**config.mk**
```make
export PLATFORM = sky130hd
export DESIGN_NAME = display_scan_gen
export DESIGN_NICKNAME = d
export VERILOG_FILES = /design/src/rtl/display_scan_gen.sv
export SDC_FILE = /design/constraint.sdc
export NUM_CORES = 1
export LEC_CHECK = 0
export ABC_CLOCK_PERIOD_IN_PS = 5050
export BUFFER_PORTS_ARGS = -buffer_cell sky130_fd_sc_hd__buf_4
export CAP_MARGIN = 5
export CORE_UTILIZATION = 60
export DETAILED_ROUTE_END_ITERATION = 8
export GPL_TIMING_DRIVEN = 0
export PLACE_DENSITY_LB_ADDON = 0.1
export SKIP_LAST_GASP = 1
export SLEW_MARGIN = 20
export SYNTH_ARGS = -nofsm -noshare
export SYNTH_HDL_FRONTEND = slang
export SYNTH_SLANG_ARGS = --single-unit
```
**constraint.sdc**
```tcl
create_clock -name clk -period 5.05 [get_ports clk]
set_clock_uncertainty 0.15 [all_clocks]
set_input_delay 1.01 -clock clk [delete_from_list [all_inputs] [get_ports clk]]
set_output_delay 1.01 -clock clk [all_outputs]
set_load 0.02 [all_outputs]
```
**src/rtl/display_scan_gen.sv**
```systemverilog
// display_scan_gen: multiplexed N-digit 7-segment scan driver with prescaler, frame snapshot, LZS, blanking, PWM and hex decode
// Ports:
//   clk, rst_n   system clock, asynchronous active-low reset
//   num          hex value, digit k = num[4k+3:4k] (digit 0 least significant)
//   pts          decimal point per digit, 1 = lit
//   blank        1 = digit k dark (segments and dp), select still scans
//   lzs_en       1 = leading-zero suppression
//   type_sel     1 = common cathode (active-high), 0 = common anode (active-low)
//   bright       PWM brightness, 0 = off .. 15 = full on
//   ssg          {dp,g,f,e,d,c,b,a}, registered
//   dctl         digit selects, registered, one-hot when active
//   frame_start  1-cycle pulse on the edge the frame snapshot is taken
module display_scan_gen #(
  parameter int N_DIGITS   = 6,
  parameter int DIV_CYCLES = 1000,
  parameter int GUARD      = 1
) (
  input  logic                    clk,
  input  logic                    rst_n,
  input  logic [4*N_DIGITS-1:0]   num,
  input  logic [N_DIGITS-1:0]     pts,
  input  logic [N_DIGITS-1:0]     blank,
  input  logic                    lzs_en,
  input  logic                    type_sel,
  input  logic [3:0]              bright,
  output logic [7:0]              ssg,
  output logic [N_DIGITS-1:0]     dctl,
  output logic                    frame_start
);
  localparam int PW = $clog2(DIV_CYCLES);
  localparam int DW = $clog2(N_DIGITS);
  logic [PW-1:0]           pre_cnt_q, pre_cnt_d;
  logic [DW-1:0]           dig_idx_q, dig_idx_d;
  logic [3:0]              pwm_cnt_q, pwm_cnt_d;
  logic                    first_q, first_d;
  logic [4*N_DIGITS-1:0]   num_s_q, num_s_d;
  logic [N_DIGITS-1:0]     pts_s_q, pts_s_d;
  logic [N_DIGITS-1:0]     blank_s_q, blank_s_d;
  logic                    lzs_s_q, lzs_s_d;
  logic [N_DIGITS-1:0]     dctl_q, dctl_d;
  logic [7:0]              ssg_q, ssg_d;
  logic                    fs_q, fs_d;
  logic                    pol_q, pol_d;
  logic                    live_q;
  logic                    pre_wrap, dig_wrap, snap, guard, pwm_on, z, pol;
  logic [N_DIGITS-1:0]     supp;
  logic [3:0]              nib;
  logic [7:0]              pat;
  function automatic logic [6:0] hex7(input logic [3:0] h);
    case (h)
      4'h0: hex7 = 7'h3F;
      4'h1: hex7 = 7'h06;
      4'h2: hex7 = 7'h5B;
      4'h3: hex7 = 7'h4F;
      4'h4: hex7 = 7'h66;
      4'h5: hex7 = 7'h6D;
      4'h6: hex7 = 7'h7D;
      4'h7: hex7 = 7'h07;
      4'h8: hex7 = 7'h7F;
      4'h9: hex7 = 7'h6F;
      4'hA: hex7 = 7'h77;
      4'hB: hex7 = 7'h7C;
      4'hC: hex7 = 7'h39;
      4'hD: hex7 = 7'h5E;
      4'hE: hex7 = 7'h79;
      default: hex7 = 7'h71;
    endcase
  endfunction
  always_comb begin
    pre_wrap  = pre_cnt_q == PW'(DIV_CYCLES - 1);
    dig_wrap  = dig_idx_q == DW'(N_DIGITS - 1);
    // first wrap after reset also snapshots so the display leaves the all-zero state quickly
    snap      = pre_wrap & (dig_wrap | first_q);
    pre_cnt_d = pre_wrap ? '0 : pre_cnt_q + 1'b1;
    dig_idx_d = pre_wrap ? (dig_wrap ? '0 : dig_idx_q + 1'b1) : dig_idx_q;
    pwm_cnt_d = pwm_cnt_q + 4'd1;
    first_d   = first_q & ~pre_wrap;
    num_s_d   = snap ? num : num_s_q;
    pts_s_d   = snap ? pts : pts_s_q;
    blank_s_d = snap ? blank : blank_s_q;
    lzs_s_d   = snap ? lzs_en : lzs_s_q;
    // z stays high while every nibble from the top down to k is zero
    z    = 1'b1;
    supp = '0;
    for (int k = N_DIGITS - 1; k >= 0; k--) begin
      z       = z & (num_s_q[4*k +: 4] == 4'h0);
      supp[k] = lzs_s_q & z & (k != 0);
    end
    nib    = 4'(num_s_q >> {dig_idx_q, 2'b00});
    pat    = blank_s_q[dig_idx_q] ? 8'h00 : {pts_s_q[dig_idx_q], supp[dig_idx_q] ? 7'h00 : hex7(nib)};
    guard  = pre_cnt_q < PW'(GUARD);
    pwm_on = (&bright) | (pwm_cnt_q < bright);
    dctl_d = guard ? '0 : {{(N_DIGITS-1){1'b0}}, 1'b1} << dig_idx_q;
    ssg_d  = (guard | ~pwm_on) ? 8'h00 : pat;
    fs_d   = snap;
    pol_d  = type_sel;
  end
  always_ff @(posedge clk or negedge rst_n)
    if (!rst_n) begin
      pre_cnt_q <= '0;
      dig_idx_q <= '0;
      pwm_cnt_q <= '0;
      first_q   <= 1'b1;
      num_s_q   <= '0;
      pts_s_q   <= '0;
      blank_s_q <= '0;
      lzs_s_q   <= 1'b0;
      dctl_q    <= '0;
      ssg_q     <= '0;
      fs_q      <= 1'b0;
      pol_q     <= 1'b1;
      live_q    <= 1'b0;
    end else begin
      pre_cnt_q <= pre_cnt_d;
      dig_idx_q <= dig_idx_d;
      pwm_cnt_q <= pwm_cnt_d;
      first_q   <= first_d;
      num_s_q   <= num_s_d;
      pts_s_q   <= pts_s_d;
      blank_s_q <= blank_s_d;
      lzs_s_q   <= lzs_s_d;
      dctl_q    <= dctl_d;
      ssg_q     <= ssg_d;
      fs_q      <= fs_d;
      pol_q     <= pol_d;
      live_q    <= 1'b1;
    end
  // dctl_q/ssg_q hold active-high levels; until the first clock after reset the
  // polarity follows type_sel directly so outputs read inactive for either display type
  assign pol         = live_q ? pol_q : type_sel;
  assign dctl        = pol ? dctl_q : ~dctl_q;
  assign ssg         = pol ? ssg_q : ~ssg_q;
  assign frame_start = fs_q;
endmodule

```
==> impl_metrics.toml <==
[setup_path]
start_kind = "primary input"
regToRegSetupSlack_ns = 2.26
endpoint_kind = "primary output"
worstRegToRegCells = 10
reg2reg_to = "ssg_q[0]"
cp_max_fo = 10
crit_path_start = "type_sel"
timing.rr.start = "dig_idx_q[0]"
cp.required_ns = 3.89
critPathArrivalTime_ns = 2.27
cp-endpoint = "dctl[4]"
path_class = "primary input to primary output"

[final_layout]
fillers = 366
layout-drive-gt1-share = 0.3895
syn_to_final_growth_pct = 20.76
layout.nets = 414
n_antenna_cell = 0

[sta]
report.final.slew_viol_count = 0
worst_pin_slew_ns = 0.8723
hold_violations = 0
min_period_ns = 3.430
finalWorstSetupSlack_ns = 1.620
fin_tns_setup_ns = 0
rsz0062_at_grt = "no"
setup_viol = 0
max_freq_ghz = 0.2915
finalCritPeriodShare = 0.6793
slew_headroom = 0.4185

[synthesis]
synth-main-ff-cell = "dfrtp_1"
synth_cells = 289
synth-async-reset-ratio = 1.000
synth_area_sq_um = 3575
ys_ff_latch = 72
syn-num-nets = 345
synth_edf_count = 0
synth.avg_cell_area_sq_um = 12.37
post_synth_num_cell_types = 49
yosys_warnings = 0
ys_seq_area_frac = 0.5047

[min_path]
hold_start = "pwm_cnt_q[3]"
hp-class = "flop to flop"

[placed_design]
place.gp.congestion = 0.7686
hpwl_microns = 4675
port_buffers = 58
pre_cts_slack_ns = 1.602

[clocking]
ctsHoldBuffers = 0
htreeDepth = 3
cts_setup_buffers = 0
root_buffer = "clkbuf_8"
clk_path_buf_depth = 2
cts_resized = 0
tritoncts = "built"
clk-insertion-delay-late_ns = 0.35
clk_pin_slew_ns = 0.07
cts_buffers = 9
clock-sinks = 72

[route]
vias_per_cell = 5.512
drc = 0
first_iter_violations = 87
vias = 2392
routed_wl_microns = 6455
routedWlPerCell_microns = 14.87
ant_nets = 0
dr.pass1.iters = 4

[power_and_ir_drop]
leakage_uw = 0.002039
finalPower_uw = 1243
p_per_area_nw_per_um2 = 287.9
ir_drop_mv = 0.2109

[floorplanning]
die_area_sq_um = 6270
io_pins = 59
start_util = 0.6374
chipWidth_microns = 79.19
die_h_microns = 79.19
rows = 27
coreArea_sq_um = 5608

[run_status]
status = "finished clean"

[global_routing]
grt_util_all_layers = 0.2344
grt_pass1_wl_microns = 11030
grt_antenna_before_repair = 0
grt_start_max_net_pins = 73
grt_pass1_vias = 2454
overflow = 0

[job]
drv_cap = 0
==> sequential cells by signal (all words and copies together), names as in the netlist <==
register / cells
blank_s_q: 6
dctl_q: 6
dig_idx_q: 3
first_q: 1
frame_start: 1
live_q: 1
lzs_s_q: 1
num_s_q: 24
pol_q: 1
pre_cnt_q: 10
pts_s_q: 6
pwm_cnt_q: 4
ssg_q: 8
==> critical path, cell delays in order <==
cell,delay (ns)
buf_4,0.11
mux2i_1,0.42
buf_2,0.38
xor2_1,0.19
buf_4,0.16
==> Yosys cell counts (3+ instances only) <==
library cell,instances,area [sq um]
dfrtp_1,70,1752
mux2_2,43,484.2
nor2_1,25,93.84
xor2_1,21,183.9
ha_1,12,150.1
mux2i_1,11,110.1
inv_1,10,37.54
nand2_1,10,37.54
a21oi_1,7,35.03
buf_2,7,35.03
nor2b_1,6,37.54
nand2b_1,5,31.28
nand3_1,4,20.02
nor3_1,4,20.02
nor4_1,4,25.02
a211oi_1,3,22.52
a211oi_2,3,37.54
o21ai_0,3,15.01
o22ai_1,3,18.77
xnor2_1,3,26.28
==> routing by layer <==
layer / global-route usage / share of wire / up-vias
li1: - / - / 1155
met1: 0.2912 / 0.44 / 1157
met2: 0.3845 / 0.49 / 68
met3: 0.06552 / 0.051 / 12
met4: 0.09818 / 0.018 / 0
met5: 0 / 0 / -
==> report_power, final <==
part / internal (uW) / leakage [uW] / switching [uW]
clock network: 278 / 0.000102 / 217
logic: 70.4 / 0.00106 / 67.1
registers: 598 / 0.000876 / 12.6
==> worst min path at each step <==
stage	slack, ns	depth (start not counted)	endpoint
floorplan	0.29	1	pwm_cnt_q[0]
global placement	0.32	1	pre_cnt_q[0]
detailed placement	0.33	1	pwm_cnt_q[3]
CTS	0.34	1	pwm_cnt_q[3]
global route	0.36	1	first_q
finish	0.33	1	pwm_cnt_q[3]
==> metrics by stage <==
stage | area [sq um] | instances | utilization | hold WS, ns
after floorplan | 3575 | 289 | - | 0.2929
after global placement | 4100 | 419 | 0.7311 | 0.3192
after detailed placement | 4100 | 419 | 0.7311 | 0.3263
after CTS | 4317 | 434 | 0.7697 | 0.3387
after global routing | 4317 | 434 | 0.7697 | 0.3602
final | 4317 | 434 | 0.7697 | 0.3334
==> layout make-up <==
class	instances	area, sq um	share of cell area
plain buffers	12	80.08	0.01855
clock buffers	9	123.9	0.02870
clock inverters	6	92.59	0.02145
inverters	10	37.54	0.008696
multi-input cells	195	1653	0.3829
flip-flops and latches	72	1804	0.4180
well taps	72	90.09	0.02087
repair buffers	58	435.4	0.1009
==> cells by family (layout without fill, tap and decap cells) <==
kind of cell               after synthesis  after routing  synth area share
and+or+nand+nor                         71             71            0.1036
other                                    1              1          0.001049
AOI/OAI and AO/OA                       30             30           0.07070
buffers and inverters                   22             95           0.03290
adders and majority gates               12             12           0.04200
xor gates and xnor gates                24             24           0.05881
muxes                                   57             57            0.1862
DFF                                     72             72            0.5047
==> cells in the final DEF, fill, tap and decap left out, types with 5 or more instances in the layout <==
master and instances:
nor2_1 25, nor2b_1 6, mux2i_1 11, a21oi_1 7, dfrtp_1 70, clkbuf_8 9
xor2_1 21, nand2_1 10, mux2_2 43, ha_1 12, buf_4 60, buf_2 7
nand2b_1 5, inv_1 10
Power figures use the tool's default switching activity.
